`config.mk`:
```
export PLATFORM = sky130hd
export DESIGN_NAME = phase_sweep_ctrl
export DESIGN_NICKNAME = d
export VERILOG_FILES = /design/src/rtl/phase_sweep_ctrl.sv
export SDC_FILE = /design/constraint.sdc
export NUM_CORES = 1
export LEC_CHECK = 0
export CELL_PAD_IN_SITES_DETAIL_PLACEMENT = 1
export CELL_PAD_IN_SITES_GLOBAL_PLACEMENT = 2
export CORE_MARGIN = 2
export CORE_UTILIZATION = 28
export CTS_CLUSTER_SIZE = 28
export DETAILED_ROUTE_END_ITERATION = 10
export HOLD_SLACK_MARGIN = 0.12
export PLACE_DENSITY = 0.87
export SLEW_MARGIN = 20
export SYNTH_ARGS = -nofsm -noshare
export SYNTH_HDL_FRONTEND = slang
export SYNTH_SLANG_ARGS = --single-unit
```
`constraint.sdc`:
```
create_clock -name clk_i -period 4.6 [get_ports clk_i]
set_clock_uncertainty 0.15 [all_clocks]
set_input_delay 0.92 -clock clk_i [delete_from_list [all_inputs] [get_ports clk_i]]
set_output_delay 0.92 -clock clk_i [all_outputs]
set_load 0.02 [all_outputs]
```
`src/rtl/phase_sweep_ctrl.sv`:
```
// Phase sweep sequencer: resets, settles and measures the DSP chain at every sampling phase,
// keeps the lowest-error phase and leaves the chain running there when the sweep ends.
module phase_sweep_ctrl #(
  parameter int unsigned NbCount      = 64,
  parameter int unsigned NbPhase      = 2,
  parameter int unsigned RstCycles    = 16,
  parameter int unsigned SettleCycles = 1024
) (
  input  logic                        clk_i,
  input  logic                        rst_ni,
  input  logic                        start_i,
  input  logic                        abort_i,
  input  logic [31:0]                 window_i,
  input  logic [31:0]                 timeout_i,
  input  logic [NbCount-1:0]          error_count_r_i,
  input  logic [NbCount-1:0]          error_count_i_i,
  input  logic [NbCount-1:0]          bit_count_r_i,
  output logic                        dsp_rst_o,
  output logic [2:0]                  enable_o,
  output logic [NbPhase-1:0]          phase_o,
  output logic [NbPhase-1:0]          best_phase_o,
  output logic [NbCount-1:0]          best_errors_o,
  output logic [(2**NbPhase)-1:0]     timeout_flags_o,
  output logic                        busy_o,
  output logic                        done_o
);

  localparam int unsigned NumPhases = 2 ** NbPhase;

  typedef enum logic [2:0] {StIdle, StRst, StSettle, StMeasure, StEval} state_e;

  state_e                 state_q, state_d;
  logic [31:0]            cnt_q, cnt_d;
  logic [NbPhase-1:0]     p_q, p_d;
  logic [NbCount-1:0]     best_q, best_d;
  logic [NbPhase-1:0]     best_phase_q, best_phase_d;
  logic [NumPhases-1:0]   flags_q, flags_d;
  logic [2:0]             enable_q, enable_d;
  logic                   dsp_rst_q, dsp_rst_d;
  logic [NbPhase-1:0]     phase_out_q, phase_out_d;
  logic                   busy_q, busy_d;
  logic                   done_q, done_d;

  logic                   sweep_end, abort_hit, advance;
  logic                   window_met, timeout_hit, p_last;
  logic [NbCount:0]       err_sum;
  logic [NbCount-1:0]     err_sat;

  assign err_sum     = {1'b0, error_count_r_i} + {1'b0, error_count_i_i};
  assign err_sat     = err_sum[NbCount] ? '1 : err_sum[NbCount-1:0];
  assign window_met  = bit_count_r_i >= NbCount'(window_i);
  assign timeout_hit = (timeout_i != 32'd0) && (cnt_q == timeout_i - 32'd1);
  assign p_last      = (p_q == NbPhase'(NumPhases - 1));

  // State register
  always_ff @(posedge clk_i or negedge rst_ni) begin
    if (!rst_ni) begin
      state_q      <= StIdle;
      cnt_q        <= '0;
      p_q          <= '0;
      best_q       <= '1;
      best_phase_q <= '0;
      flags_q      <= '0;
      enable_q     <= 3'b000;
      dsp_rst_q    <= 1'b0;
      phase_out_q  <= '0;
      busy_q       <= 1'b0;
      done_q       <= 1'b0;
    end else begin
      state_q      <= state_d;
      cnt_q        <= cnt_d;
      p_q          <= p_d;
      best_q       <= best_d;
      best_phase_q <= best_phase_d;
      flags_q      <= flags_d;
      enable_q     <= enable_d;
      dsp_rst_q    <= dsp_rst_d;
      phase_out_q  <= phase_out_d;
      busy_q       <= busy_d;
      done_q       <= done_d;
    end
  end

  // Next-state and sweep bookkeeping
  always_comb begin
    state_d      = state_q;
    cnt_d        = cnt_q;
    p_d          = p_q;
    best_d       = best_q;
    best_phase_d = best_phase_q;
    flags_d      = flags_q;
    sweep_end    = 1'b0;
    abort_hit    = 1'b0;
    advance      = 1'b0;
    if (abort_i) begin
      // Abort overrides every transition, including a start in IDLE.
      abort_hit = 1'b1;
      state_d   = StIdle;
      cnt_d     = '0;
    end else begin
      unique case (state_q)
        StIdle: begin
          if (start_i) begin
            state_d      = StRst;
            cnt_d        = '0;
            p_d          = '0;
            best_d       = '1;
            best_phase_d = '0;
            flags_d      = '0;
          end
        end
        StRst: begin
          if (cnt_q == 32'(RstCycles - 1)) begin
            state_d = StSettle;
            cnt_d   = '0;
          end else begin
            cnt_d = cnt_q + 32'd1;
          end
        end
        StSettle: begin
          if (cnt_q == 32'(SettleCycles - 1)) begin
            state_d = StMeasure;
            cnt_d   = '0;
          end else begin
            cnt_d = cnt_q + 32'd1;
          end
        end
        StMeasure: begin
          if (window_met) begin
            state_d = StEval;
            cnt_d   = '0;
          end else if (timeout_hit) begin
            flags_d[p_q] = 1'b1;
            advance      = 1'b1;
          end else begin
            cnt_d = cnt_q + 32'd1;
          end
        end
        StEval: begin
          // Strict compare so ties keep the lower phase.
          if (err_sat < best_q) begin
            best_d       = err_sat;
            best_phase_d = p_q;
          end
          advance = 1'b1;
        end
        default: state_d = StIdle;
      endcase
      if (advance) begin
        cnt_d = '0;
        if (p_last) begin
          state_d   = StIdle;
          sweep_end = 1'b1;
        end else begin
          p_d     = p_q + 1'b1;
          state_d = StRst;
        end
      end
    end
  end

  // Registered DSP controls follow the state being entered; IDLE holds them.
  always_comb begin
    enable_d    = enable_q;
    dsp_rst_d   = dsp_rst_q;
    phase_out_d = phase_out_q;
    busy_d      = busy_q;
    done_d      = done_q;
    unique case (state_d)
      StRst: begin
        dsp_rst_d   = 1'b1;
        enable_d    = 3'b000;
        phase_out_d = p_d;
        busy_d      = 1'b1;
        done_d      = 1'b0;
      end
      StSettle: begin
        dsp_rst_d = 1'b0;
        enable_d  = 3'b011;
      end
      StMeasure: begin
        dsp_rst_d = 1'b0;
        enable_d  = 3'b111;
      end
      StEval: begin
        dsp_rst_d = 1'b0;
        enable_d  = 3'b011;
      end
      default: begin
        if (abort_hit) begin
          done_d = 1'b0;
          if (state_q != StIdle) begin
            enable_d  = 3'b000;
            dsp_rst_d = 1'b0;
            busy_d    = 1'b0;
          end
        end else if (sweep_end) begin
          enable_d    = 3'b011;
          dsp_rst_d   = 1'b0;
          phase_out_d = best_phase_d;
          busy_d      = 1'b0;
          done_d      = 1'b1;
        end
      end
    endcase
  end

  assign dsp_rst_o       = dsp_rst_q;
  assign enable_o        = enable_q;
  assign phase_o         = phase_out_q;
  assign best_phase_o    = best_phase_q;
  assign best_errors_o   = best_q;
  assign timeout_flags_o = flags_q;
  assign busy_o          = busy_q;
  assign done_o          = done_q;

endmodule
```
# After elaboration in Yosys (flattened, before gate mapping)
# Cells that the tools add are included.
dict set report classes {
  n_addsub 4
  n_lt_le_gt_ge 4
  eq_ne 22
  muxes 58
  n_bitwise 3
  n_reduce_logical 22
}
# op count
set ops {}
lappend ops {{32-bit two-way mux} 7}
lappend ops {{64-bit two-way mux} 3}
lappend ops {{32-bit case mux with 4 select lines} 1}
lappend ops {{64-bit case mux with 2 select lines} 1}
lappend ops {{64-bit by 64-bit adder with 65-bit output} 1}
lappend ops {{64-bit by 32-bit >= comparator with 1-bit output} 1}
lappend ops {{64-bit less-than comparator} 1}
lappend ops {{32-bit by 1-bit adder with 32-bit output, second input constant} 1}
lappend ops {{32-bit by 10-bit == test with 1-bit output, second input constant} 1}
lappend ops {{32-bit == test} 1}
lappend ops {{32-bit by 4-bit == test with 1-bit output, second input constant} 1}
lappend ops {{32-bit nonzero test} 1}
lappend ops {{32-bit by 1-bit subtractor with 32-bit output, second input constant} 1}
lappend ops {{3-bit two-way mux} 9}
lappend ops {{2-bit two-way mux} 10}
lappend ops {{3-bit case mux with 5 select lines} 1}
lappend ops {{1-bit two-way mux} 14}
lappend ops {{3-bit by 2-bit == test with 1-bit output, second input constant} 4}
lappend ops {{4-bit two-way mux} 3}
lappend ops {{3-bit case mux with 3 select lines} 1}
lappend ops {{3-bit AND reduction} 3}
lappend ops {{2-bit inequality test, second input constant} 4}
lappend ops {{1-bit case mux with 2 select lines} 4}
lappend ops {{2-bit case mux with 2 select lines} 2}
lappend ops {{28 further kinds} 37}
dict set report totals {
  regBits 115
  input_bits 260
  output_inout_bits 78
  elab_cells 124
}

# Depth between registers and ports, before layout
# Gate-level depths: netlist of run 1.
dict set report logic_depth {
  depth_word 13
  ltp_mapped 28
  depth_no_buf 24
}

# Least setup slack after synthesis of run 1
# Ideal clock, no wire load.
dict set report synth_path {
  path_kind {input port to flip-flop}
  startpoint {input port error_count_r_i[0]}
  endpoint {register best_q[38], in the netlist best_errors_o[38]}
  setup_time_ps 73
  t_arrival_ps 6833
  t_required_ps 4377
  setup_slack_ps -2456
  cell_stages 28
  n_path_buf 5
  cell_sequence {ha_1 fa_1 a211oi_1 o211ai_1 nand2_1 o221ai_1 o2111ai_1 nand2_1 a41oi_1 and2_0 clkbuf_1 buf_1 nand2_1 ha_1 a21o_1 a21o_1 a21o_1 a21o_1 a21oi_1 o221ai_1 a21o_1 a2111oi_0 a21o_1 clkbuf_1 clkbuf_1 clkbuf_1 nor2_1 a21oi_1}
}
dict set report synth_between {
  elab_chain_len 5
  word_cells_on_any_way 7
  classes_between {add/sub: 1; order compare: 1; eq/ne: 1; mux: 3; reduce/logical: 1}
}
# item line
set synth_rtl {}
lappend synth_rtl {{start: declaration} 15} ;# input logic [NbCount-1:0] error_count_r_i,
lappend synth_rtl {{64-bit by 64-bit adder with 65-bit output (*)} 49} ;# assign err_sum = {1'b0, error_count_r_i} + {1'b0, error_count_i_i};
lappend synth_rtl {{64-bit two-way mux (*)} 50} ;# assign err_sat = err_sum[NbCount] ? '1 : err_sum[NbCount-1:0];
lappend synth_rtl {{64-bit less-than comparator} 141} ;# if (err_sat < best_q) begin
lappend synth_rtl {{2-bit inequality test (no source line)} n/a}
lappend synth_rtl {{4-bit AND reduction (no source line)} n/a}
lappend synth_rtl {{end signal: assignment} 73} ;# best_q <= best_d;
lappend synth_rtl {{end: declaration} 35} ;# logic [NbCount-1:0] best_q, best_d;
# Every way passes the cells marked *; elsewhere a longest branch is shown, timed or not. The select of a mux whose other input is x is not followed.
# A chain may end at the register's enable or synchronous reset.

# Final worst setup path of run 1
dict set report layout_path {
  startpoint {input port error_count_i_i[4]}
  endpoint {register best_q[22], in the netlist best_errors_o[22]}
}
dict set report layout_between {
  elab_chain_len 5
  word_cells_on_any_way 7
  classes_between {add/sub: 1; order compare: 1; eq/ne: 1; mux: 3; reduce/logical: 1}
}
# item line
set layout_rtl {}
lappend layout_rtl {{start: declaration} 16} ;# input logic [NbCount-1:0] error_count_i_i,
lappend layout_rtl {{64-bit by 64-bit adder with 65-bit output (*)} 49}
lappend layout_rtl {{64-bit two-way mux (*)} 50}
lappend layout_rtl {{64-bit less-than comparator} 141}
lappend layout_rtl {{2-bit inequality test (no source line)} n/a}
lappend layout_rtl {{4-bit AND reduction (no source line)} n/a}
# Marked as above.

==> impl_metrics.json, run 1 <==
{
  "place_area_um2": 19600,
  "cts_tree": "built",
  "num_rows": 77,
  "dieWidth_um": 216,
  "vias": 17437,
  "rsz0062_at_grt": "yes",
  "drt-total-wl_um": 78200,
  "worst_setup_path_end_kind": "flop",
  "syn-instance-count": 1646,
  "synth-edff-count": 0,
  "critical_path_arrival_ps": 6930,
  "initial_core_util": 0.285,
  "violations": "setup timing",
  "fmax_ghz": 0.149,
  "synth_nets": 2073,
  "grtUsageTotal": 0.278,
  "drtPass1Iterations": 7,
  "async_reset_ff_frac": 1.00,
  "critPathKind": "in2reg",
  "holdWs_ps": 364,
  "cts-root-buf": "clkbuf_16",
  "cp_max_fo": 8,
  "clock_path_buffers": 2,
  "grt_pass1_vias": 18623,
  "portBuffers": 337,
  "fin_tns_setup_ps": -135640,
  "cap_violations": 0,
  "p_int_w": 0.00315,
  "finalWorstSetupSlack_ps": -2090,
  "ys.flop_type": "dfstp_2",
  "yosysWarningCount": 0,
  "setup_viol": 68,
  "switching_share": 0.384,
  "yosysMostFrequentCell": "nor2_1",
  "worst_slew_pin_slew_ps": 933,
  "wl_per_cell_um": 25.6,
  "status": "finished with violations",
  "p_comb_frac": 0.515,
  "hpwl_um": 44200,
  "grt_max_degree": 76,
  "slowest_delay_ps": 370,
  "cp_slowest_cell": "a2111oi_4",
  "yosys-top-cells-count": "nor2_1, nand2_1, ha_1",
  "yosysUniqueCellTypes": 78,
  "io_pins": 338,
  "syn2layout_area_growth_pct": 88.2,
  "crit_path_frequent_cell": "o21ai_0",
  "r2r_setup_slack_ps": 640,
  "clock_sinks": 114,
  "drtAntennaViolNets": 0,
  "drcViolationCount": 0,
  "core_area_um2": 44300,
  "ys_ff_latch": 114,
  "fin_nets": 2874,
  "fp.dieH_um": 216,
  "power_w": 0.00512,
  "finalCritPeriodShare": 1.46,
  "p_leak_nw": 10.7,
  "hp-class": "reg2reg",
  "pwr-share-clk": 0.284,
  "synth_top_area_share": 0.165,
  "gp_congestion": 0.907,
  "cts-htree-levels": 4,
  "slew_violations": 0,
  "finalHoldViolCount": 0,
  "vias_per_cell": 5.71,
  "antenna_found_initial": 0,
  "critPathRequiredTime_ps": 4840,
  "clk_latency_ps": 470,
  "pre_cts_ws_ps": -2660,
  "drt_iter0_drc": 1125,
  "min_period_ps": 6690,
  "p_seq_frac": 0.200,
  "synthTopCellsByArea": "ha_1, dfstp_2, dfrtp_1",
  "vdd_drop_max_mv": 0.302,
  "power-per-cell-area_nw_per_um2": 216,
  "drive_gt1_frac": 0.380,
  "net-switching-power_w": 0.00197,
  "path_clk_slew_ps": 60,
  "avgSynthCellArea_um2": 7.66,
  "synth_top_area_cell": "ha_1",
  "grt_remaining_overflow": 0,
  "yosysSeqAreaShare": 0.232,
  "syn_area_um2": 12600,
  "num_antenna_cells": 0,
  "numCtsBuffers": 17,
  "dieArea_um2": 46800,
  "maxSlewHeadroom": 0.376,
  "cp-start-kind": "input pin",
  "finalInstanceArea_um2": 23700,
  "grt_first_pass_wirelength_um": 103000
}
## metal layers
metal / global-route usage / share of wire / wire [µm] / up-vias
met3: 0.0486 / 0.064 / 4980 / 408
met4: 0.153 / 0.074 / 5820 / 0
met2: 0.499 / 0.49 / 38300 / 918
met5: 0 / 0 / 0 / -
met1: 0.310 / 0.37 / 29200 / 8561
li1: - / - / - / 7550
## worst max-delay path: cells and delay by family
kind	cells	cell delay, ps
AOI/OAI and AO/OA	14	3110
adders and majority gates	2	540
buffers and inverters	9	1500
and+or+nand+nor	5	560
xor gates and xnor gates	1	280
## repair_timing
action | in CTS | in global routing
hold endpoints to repair | 0 | 0
gates cloned | 14 | 2
resized for setup | 356 | 223
endpoints found under the setup margin | 74 | 98
pin swaps | 116 | 84
setup buffers | 93 | 31
hold buffers | 0 | 0
## cells by family (layout without fill, tap and decap cells)
group / after synthesis / after routing / share of synthesized area
AND/OR/NAND/NOR: 605 / 606 / 0.232
XOR/XNOR: 116 / 116 / 0.0805
adder cells (fa/ha/maj): 167 / 167 / 0.166
buffers and inverters: 188 / 1000 / 0.0576
AO/OA/AOI/OAI: 454 / 455 / 0.229
flip-flops: 114 / 114 / 0.232
multiplexers: 2 / 2 / 0.00159
## metrics by stage
stage	utilization	std cells
detailed placement	0.442	2887
floorplan	-	1646
finish	0.536	3052
global placement	0.442	2887
global route	0.536	3052
CTS	0.506	3025
## worst paths after layout
check / to / cells past startpoint / start
setup / recovery: best_errors_o[22] / 31 / error_count_i_i[4]
setup reg to reg: best_errors_o[22] / 18 / best_errors_o[9]
hold reg to reg: timeout_flags_o[1] / 2 / timeout_flags_o[1]
max in group asynchronous: best_errors_o[34] / 3 / rst_ni
hold / removal: timeout_flags_o[1] / 2 / timeout_flags_o[1]
min in group asynchronous: best_errors_o[42] / 1 / rst_ni
## final cells by class
class	count	area, µm²
inverters	130	488
flip-flops and latches	114	2930
clock inverters	14	164
repair buffers	838	7570
well taps	592	741
clock buffers	18	439
multi-input cells	1346	11400
fillers	5057	20600
## registers in the layout (all words and copies together) (netlist names), 2 cells and up
signal	flops
best_errors_o	64
best_phase_o	2
cnt_q	32
enable_o	2
p_q	2
phase_o	2
state_q	3
timeout_flags_o	4
## cells in the final DEF (no fill, tap or decap), types with 39 or more instances in the layout
master	instances
xor2_1	47
ha_4	47
a21o_1	43
clkdlybuf4s50_1	260
a21oi_2	42
nor2_4	39
nand4_1	43
ha_1	117
nor2_1	124
dlygate4sd2_1	43
o21ai_0	45
dfstp_2	64
buf_4	443
dfrtp_1	50
inv_1	129
xnor2_1	59
nand2_1	145
a21oi_1	105
## power groups by stage
stage	Sequential, W	Clock [W]	Combinational, W
global placement	0.00104	0	0.00182
CTS	0.00103	0.00139	0.00219
global route	0.00103	0.00149	0.00275
detailed placement	0.00104	0	0.00187
finish	0.00103	0.00146	0.00264
floorplan	0.00105	0	0.000851
Power figures use the tool's default switching activity.
==> run 2: changes to the inputs <==
--- a/config.mk
+++ b/config.mk
@@ -12,7 +12,7 @@
 export CTS_CLUSTER_SIZE = 28
 export DETAILED_ROUTE_END_ITERATION = 10
 export HOLD_SLACK_MARGIN = 0.12
-export PLACE_DENSITY = 0.87
+export PLACE_DENSITY_LB_ADDON = 0.1
 export SLEW_MARGIN = 20
 export SYNTH_ARGS = -nofsm -noshare
 export SYNTH_HDL_FRONTEND = slang
==> impl_metrics.json, run 2 (synthesis results as in run 1) <==
{
  "r2r_cells": 12,
  "finalHoldViolCount": 0,
  "path_buf_inv": 7,
  "place_area_um2": 19700,
  "cp_slowest_cell": "a2111oi_2",
  "grt_pass1_vias": 16983,
  "num_antenna_cells": 0,
  "critical_path_arrival_ps": 6290,
  "pwr-share-clk": 0.268,
  "drtPass1Iterations": 5,
  "min_period_ps": 6080,
  "core_area_um2": 44300,
  "switching_share": 0.352,
  "setup_viol": 68,
  "p_int_w": 0.00292,
  "finalWorstSetupSlack_ps": -1480,
  "path_depth": 29,
  "drt_iter0_drc": 542,
  "min_delay_path_depth": 2,
  "p_leak_nw": 10.5,
  "final_util": 0.515,
  "largest_reg_flops": 64,
  "vias_per_cell": 5.07,
  "p_comb_frac": 0.505,
  "rsz0062_at_grt": "yes",
  "drt-total-wl_um": 58800,
  "critPathKind": "in2reg",
  "fp.dieH_um": 216,
  "cts_tree": "built",
  "fillerInstances": 5195,
  "grtUsageTotal": 0.248,
  "dieWidth_um": 216,
  "fin_nets": 2856,
  "cts_hold_buf": 0,
  "dieArea_um2": 46800,
  "power-per-cell-area_nw_per_um2": 198,
  "p_seq_frac": 0.227,
  "wl_per_cell_um": 19.4,
  "crit_family": "compound AO/OA/AOI/OAI gates",
  "syn2layout_area_growth_pct": 81.0,
  "num_rows": 77,
  "cap_violations": 0,
  "gp_congestion": 0.873,
  "vias": 15381,
  "numCtsBuffers": 17,
  "slew_violations": 0,
  "initial_core_util": 0.285,
  "violations": "setup timing",
  "clk_latency_ps": 440,
  "cp-start-kind": "input pin",
  "cts-htree-levels": 4,
  "drcViolationCount": 0,
  "slowest_delay_ps": 400,
  "hpwl_um": 44900,
  "dp_cells": 2905,
  "worst_setup_path_end_kind": "flop",
  "vdd_drop_max_mv": 0.247,
  "net-switching-power_w": 0.00159,
  "clock_sinks": 114,
  "portBuffers": 337,
  "clock_path_buffers": 2,
  "hp-class": "reg2reg",
  "grt_remaining_overflow": 0,
  "io_pins": 338,
  "critPathRequiredTime_ps": 4810,
  "drive_gt1_frac": 0.352,
  "status": "finished with violations",
  "fin_cells": 3034,
  "drtAntennaViolNets": 0,
  "fmax_ghz": 0.164,
  "finalInstanceArea_um2": 22800,
  "cts-root-buf": "clkbuf_16",
  "layout_common_cells": "buf_4, clkdlybuf4s50_1, nand2_1",
  "layout_commonest_cell": "buf_4",
  "cp_max_fo": 9,
  "path_clk_slew_ps": 60,
  "antenna_found_initial": 0,
  "maxSlewHeadroom": 0.472,
  "finalCritPeriodShare": 1.32,
  "fin_tns_setup_ps": -97060,
  "worst_slew_pin_slew_ps": 790,
  "grt_max_degree": 59,
  "grt_first_pass_wirelength_um": 92900
}
run 2: cell count changes in the layout (fill, tap and decap cells not counted), sizes merged, moves of 3 or more:
| cell | change |
|---|---|
| buf | -14 |
| bufinv | -3 |
| clkdlybuf4s50 | +4 |
| clkinv | +3 |
| dlygate4sd2 | -13 |
| dlymetal6s2s | +4 |
run 2: metal layers:
layer,vias up,share of wire,global-route usage
li1,7524,-,-
met1,7531,0.44,0.316
met2,300,0.51,0.452
met3,26,0.038,0.0299
met4,0,0.0086,0.0411
met5,-,0,0
run 2: worst min-delay path: stages, from the launching register on:
cell	delay (ps)
dfrtp_1	340
nand2_1	50
nand2_1	50
run 2: through the flow:
| stage | power [W] | hold WS [ps] | setup slack (ps) |
|---|---|---|---|
| after floorplan | 0.00190 | 353 | -1120 |
| after global placement | 0.00290 | 314 | -2090 |
| after detailed placement | 0.00294 | 323 | -2320 |
| after CTS | 0.00446 | 335 | -1210 |
| after global routing | 0.00478 | 377 | -1690 |
| final | 0.00451 | 328 | -1480 |
run 2: cell type report:
| cell class | instances | area [µm²] | area share |
|---|---|---|---|
| clock inverter | 12 | 66.3 | 0.00290 |
| multi-input combinational | 1347 | 10800 | 0.471 |
| sequential | 114 | 2930 | 0.128 |
| tap | 592 | 741 | 0.0324 |
| timing repair buffer | 819 | 7390 | 0.324 |
| clock buffer | 20 | 457 | 0.0200 |
| inverter | 130 | 488 | 0.0214 |
run 2: power groups by stage:
stage	clock [W]	sequential [W]	combinational [W]
2_1_floorplan	0	0.00105	0.000851
3_3_place_gp	0	0.00104	0.00186
3_5_place_dp	0	0.00104	0.00190
4_1_cts	0.00123	0.00103	0.00220
5_1_grt	0.00128	0.00103	0.00248
6_report	0.00121	0.00103	0.00228
run 2: worst paths after layout:
check / from / end / slack (ps)
worst max-delay path: error_count_r_i[15] / best_errors_o[2] / -1480
worst min-delay path: dsp_rst_o / dsp_rst_o / 330
worst max register to register: state_q[2] / phase_o[0] / 720
worst min register to register: dsp_rst_o / dsp_rst_o / 330
max in group asynchronous: rst_ni / best_errors_o[39] / 2900
min in group asynchronous: rst_ni / cnt_q[5] / 430
run 2: repair_timing:
action / in CTS / in global routing
gates resized for setup: 400 / 62
setup buffers: 68 / 15
gates cloned: 14 / 2
endpoints found under the setup margin: 69 / 69
pin swaps: 138 / 51
endpoints found under the hold margin: 0 / 0
==> run 3: changes to the inputs <==
--- a/config.mk
+++ b/config.mk
@@ -5,14 +5,17 @@
 export SDC_FILE = /design/constraint.sdc
 export NUM_CORES = 1
 export LEC_CHECK = 0
+export CAP_MARGIN = 20
 export CELL_PAD_IN_SITES_DETAIL_PLACEMENT = 1
 export CELL_PAD_IN_SITES_GLOBAL_PLACEMENT = 2
+export CORE_ASPECT_RATIO = 0.8
 export CORE_MARGIN = 2
 export CORE_UTILIZATION = 28
 export CTS_CLUSTER_SIZE = 28
 export DETAILED_ROUTE_END_ITERATION = 10
 export HOLD_SLACK_MARGIN = 0.12
 export PLACE_DENSITY_LB_ADDON = 0.1
+export RECOVER_POWER = 25
 export SLEW_MARGIN = 20
 export SYNTH_ARGS = -nofsm -noshare
 export SYNTH_HDL_FRONTEND = slang
==> impl_metrics.json, run 3 (synthesis results as in run 1) <==
{
  "critical_path_arrival_ps": 6190,
  "finalCritPeriodShare": 1.31,
  "p_comb_frac": 0.484,
  "final_util": 0.517,
  "status": "finished with violations",
  "maxSlewHeadroom": -1.38,
  "p_seq_frac": 0.220,
  "clock_path_buffers": 2,
  "dieWidth_um": 241,
  "min_period_ps": 6000,
  "initial_core_util": 0.284,
  "min_delay_path_depth": 2,
  "cts-root-buf": "clkbuf_16",
  "num_rows": 69,
  "violations": "capacitance limit, slew limit, setup timing",
  "layout_commonest_cell": "buf_4",
  "num_antenna_cells": 0,
  "drcViolationCount": 0,
  "grtUsageTotal": 0.239,
  "fmax_ghz": 0.167,
  "dp_cells": 2917,
  "power-per-cell-area_nw_per_um2": 203,
  "clock_sinks": 114,
  "layout_common_cells": "buf_4, clkdlybuf4s50_1, nand2_1",
  "cts_tree": "built",
  "slew_violations": 60,
  "holdWs_ps": 354,
  "switching_share": 0.355,
  "io_pins": 338,
  "worst_setup_path_end_kind": "flop",
  "fin_nets": 2845,
  "critPathRequiredTime_ps": 4780,
  "p_int_w": 0.00301,
  "dieArea_um2": 46800,
  "numCtsBuffers": 17,
  "grt_remaining_overflow": 0,
  "largest_reg_flops": 64,
  "net-switching-power_w": 0.00166,
  "fp.dieH_um": 194,
  "hp-class": "reg2reg",
  "grt_first_pass_wirelength_um": 88700,
  "grt_pass1_vias": 16435,
  "drtAntennaViolNets": 0,
  "antenna_found_initial": 1,
  "drtPass1Iterations": 5,
  "finalHoldViolCount": 0,
  "clk_latency_ps": 420,
  "wl_per_cell_um": 19.4,
  "vias": 15436,
  "pwr-share-clk": 0.296,
  "hpwl_um": 45600,
  "setup_viol": 68,
  "vias_per_cell": 5.09,
  "vdd_drop_max_mv": 0.216,
  "core_area_um2": 44500,
  "drt-total-wl_um": 59000,
  "cts-htree-levels": 4,
  "worst_slew_pin_slew_ps": 3570,
  "syn2layout_area_growth_pct": 82.2,
  "drive_gt1_frac": 0.357,
  "cp_max_fo": 5,
  "rsz0062_at_grt": "yes",
  "r2r_cells": 11,
  "cp-start-kind": "input pin",
  "power_w": 0.00467,
  "gp_congestion": 0.881,
  "p_leak_nw": 10.5,
  "drt_iter0_drc": 509,
  "fin_cells": 3034,
  "finalWorstSetupSlack_ps": -1400,
  "grt_max_degree": 60,
  "critPathKind": "in2reg",
  "portBuffers": 337,
  "path_clk_slew_ps": 60,
  "cap_violations": 1
}
run 3: worst max-delay path, stage by stage:
cell and delay (ps):
clkdlybuf4s50_1 400, ha_1 330, buf_4 160, a21oi_2 180, o21bai_1 120, a21oi_2 190, o31a_1 190, o21ai_1 130
a31o_4 250, a21oi_4 210, o21ai_2 120, a221oi_4 330, xnor2_2 180, nand2_1 130, ha_4 250, a211oi_2 170
o21ai_1 90, o211ai_1 110, a21oi_1 120, nor3_1 210, buf_4 170, o221ai_4 100, a2111oi_4 300, a21o_4 270
buf_8 160, clkbuf_16 180, nor2_4 40, a31oi_2 160
run 3: per-stage QoR:
stage          TNS (ps)  area [µm²]  worst slack, ps
6_report         -90030       23000            -1400
5_1_grt         -123540       23000            -1670
4_1_cts          -82470       22000            -1280
3_5_place_dp    -175880       19800            -2510
3_3_place_gp    -164310       19800            -2330
2_1_floorplan    -71890       13000            -1120
run 3: path summary, 6_finish.rpt:
path / from / to / slack [ps]
max in group asynchronous: rst_ni / cnt_q[31] / 250
worst min register to register: dsp_rst_o / dsp_rst_o / 350
worst min-delay path: dsp_rst_o / dsp_rst_o / 350
worst max register to register: state_q[2] / phase_o[1] / 870
min in group asynchronous: rst_ni / cnt_q[0] / 1560
worst max-delay path: error_count_i_i[34] / best_errors_o[11] / -1400
run 3: final cells by class:
| class | count | area (µm²) |
|---|---|---|
| inverter | 130 | 488 |
| multi-input combinational | 1348 | 11000 |
| clock inverter | 15 | 170 |
| sequential | 114 | 2930 |
| timing repair buffer | 807 | 7230 |
| fill | 5188 | 21500 |
| clock buffer | 17 | 425 |
| tap | 603 | 754 |
run 3: power by group through the flow:
stage / combinational, W / sequential (W) / clock, W
floorplan: 0.000851 / 0.00105 / 0
global placement: 0.00184 / 0.00104 / 0
detailed placement: 0.00188 / 0.00104 / 0
CTS: 0.00211 / 0.00103 / 0.00141
global route: 0.00245 / 0.00103 / 0.00146
finish: 0.00226 / 0.00103 / 0.00139
run 3: routing by layer:
layer	track usage	wire length, µm	share of wire
met3	0.0323	2360	0.040
met4	0.0505	1220	0.021
met1	0.328	27800	0.47
met2	0.399	27600	0.47
met5	0	13	0.00022
run 3: timing repair:
item	in CTS	in global routing
pin swaps	100	48
endpoints found under the hold margin	0	0
hold buffers	0	0
resized for setup	298	170
setup buffers	52	16
endpoints found under the setup margin	69	71
cloned	12	5
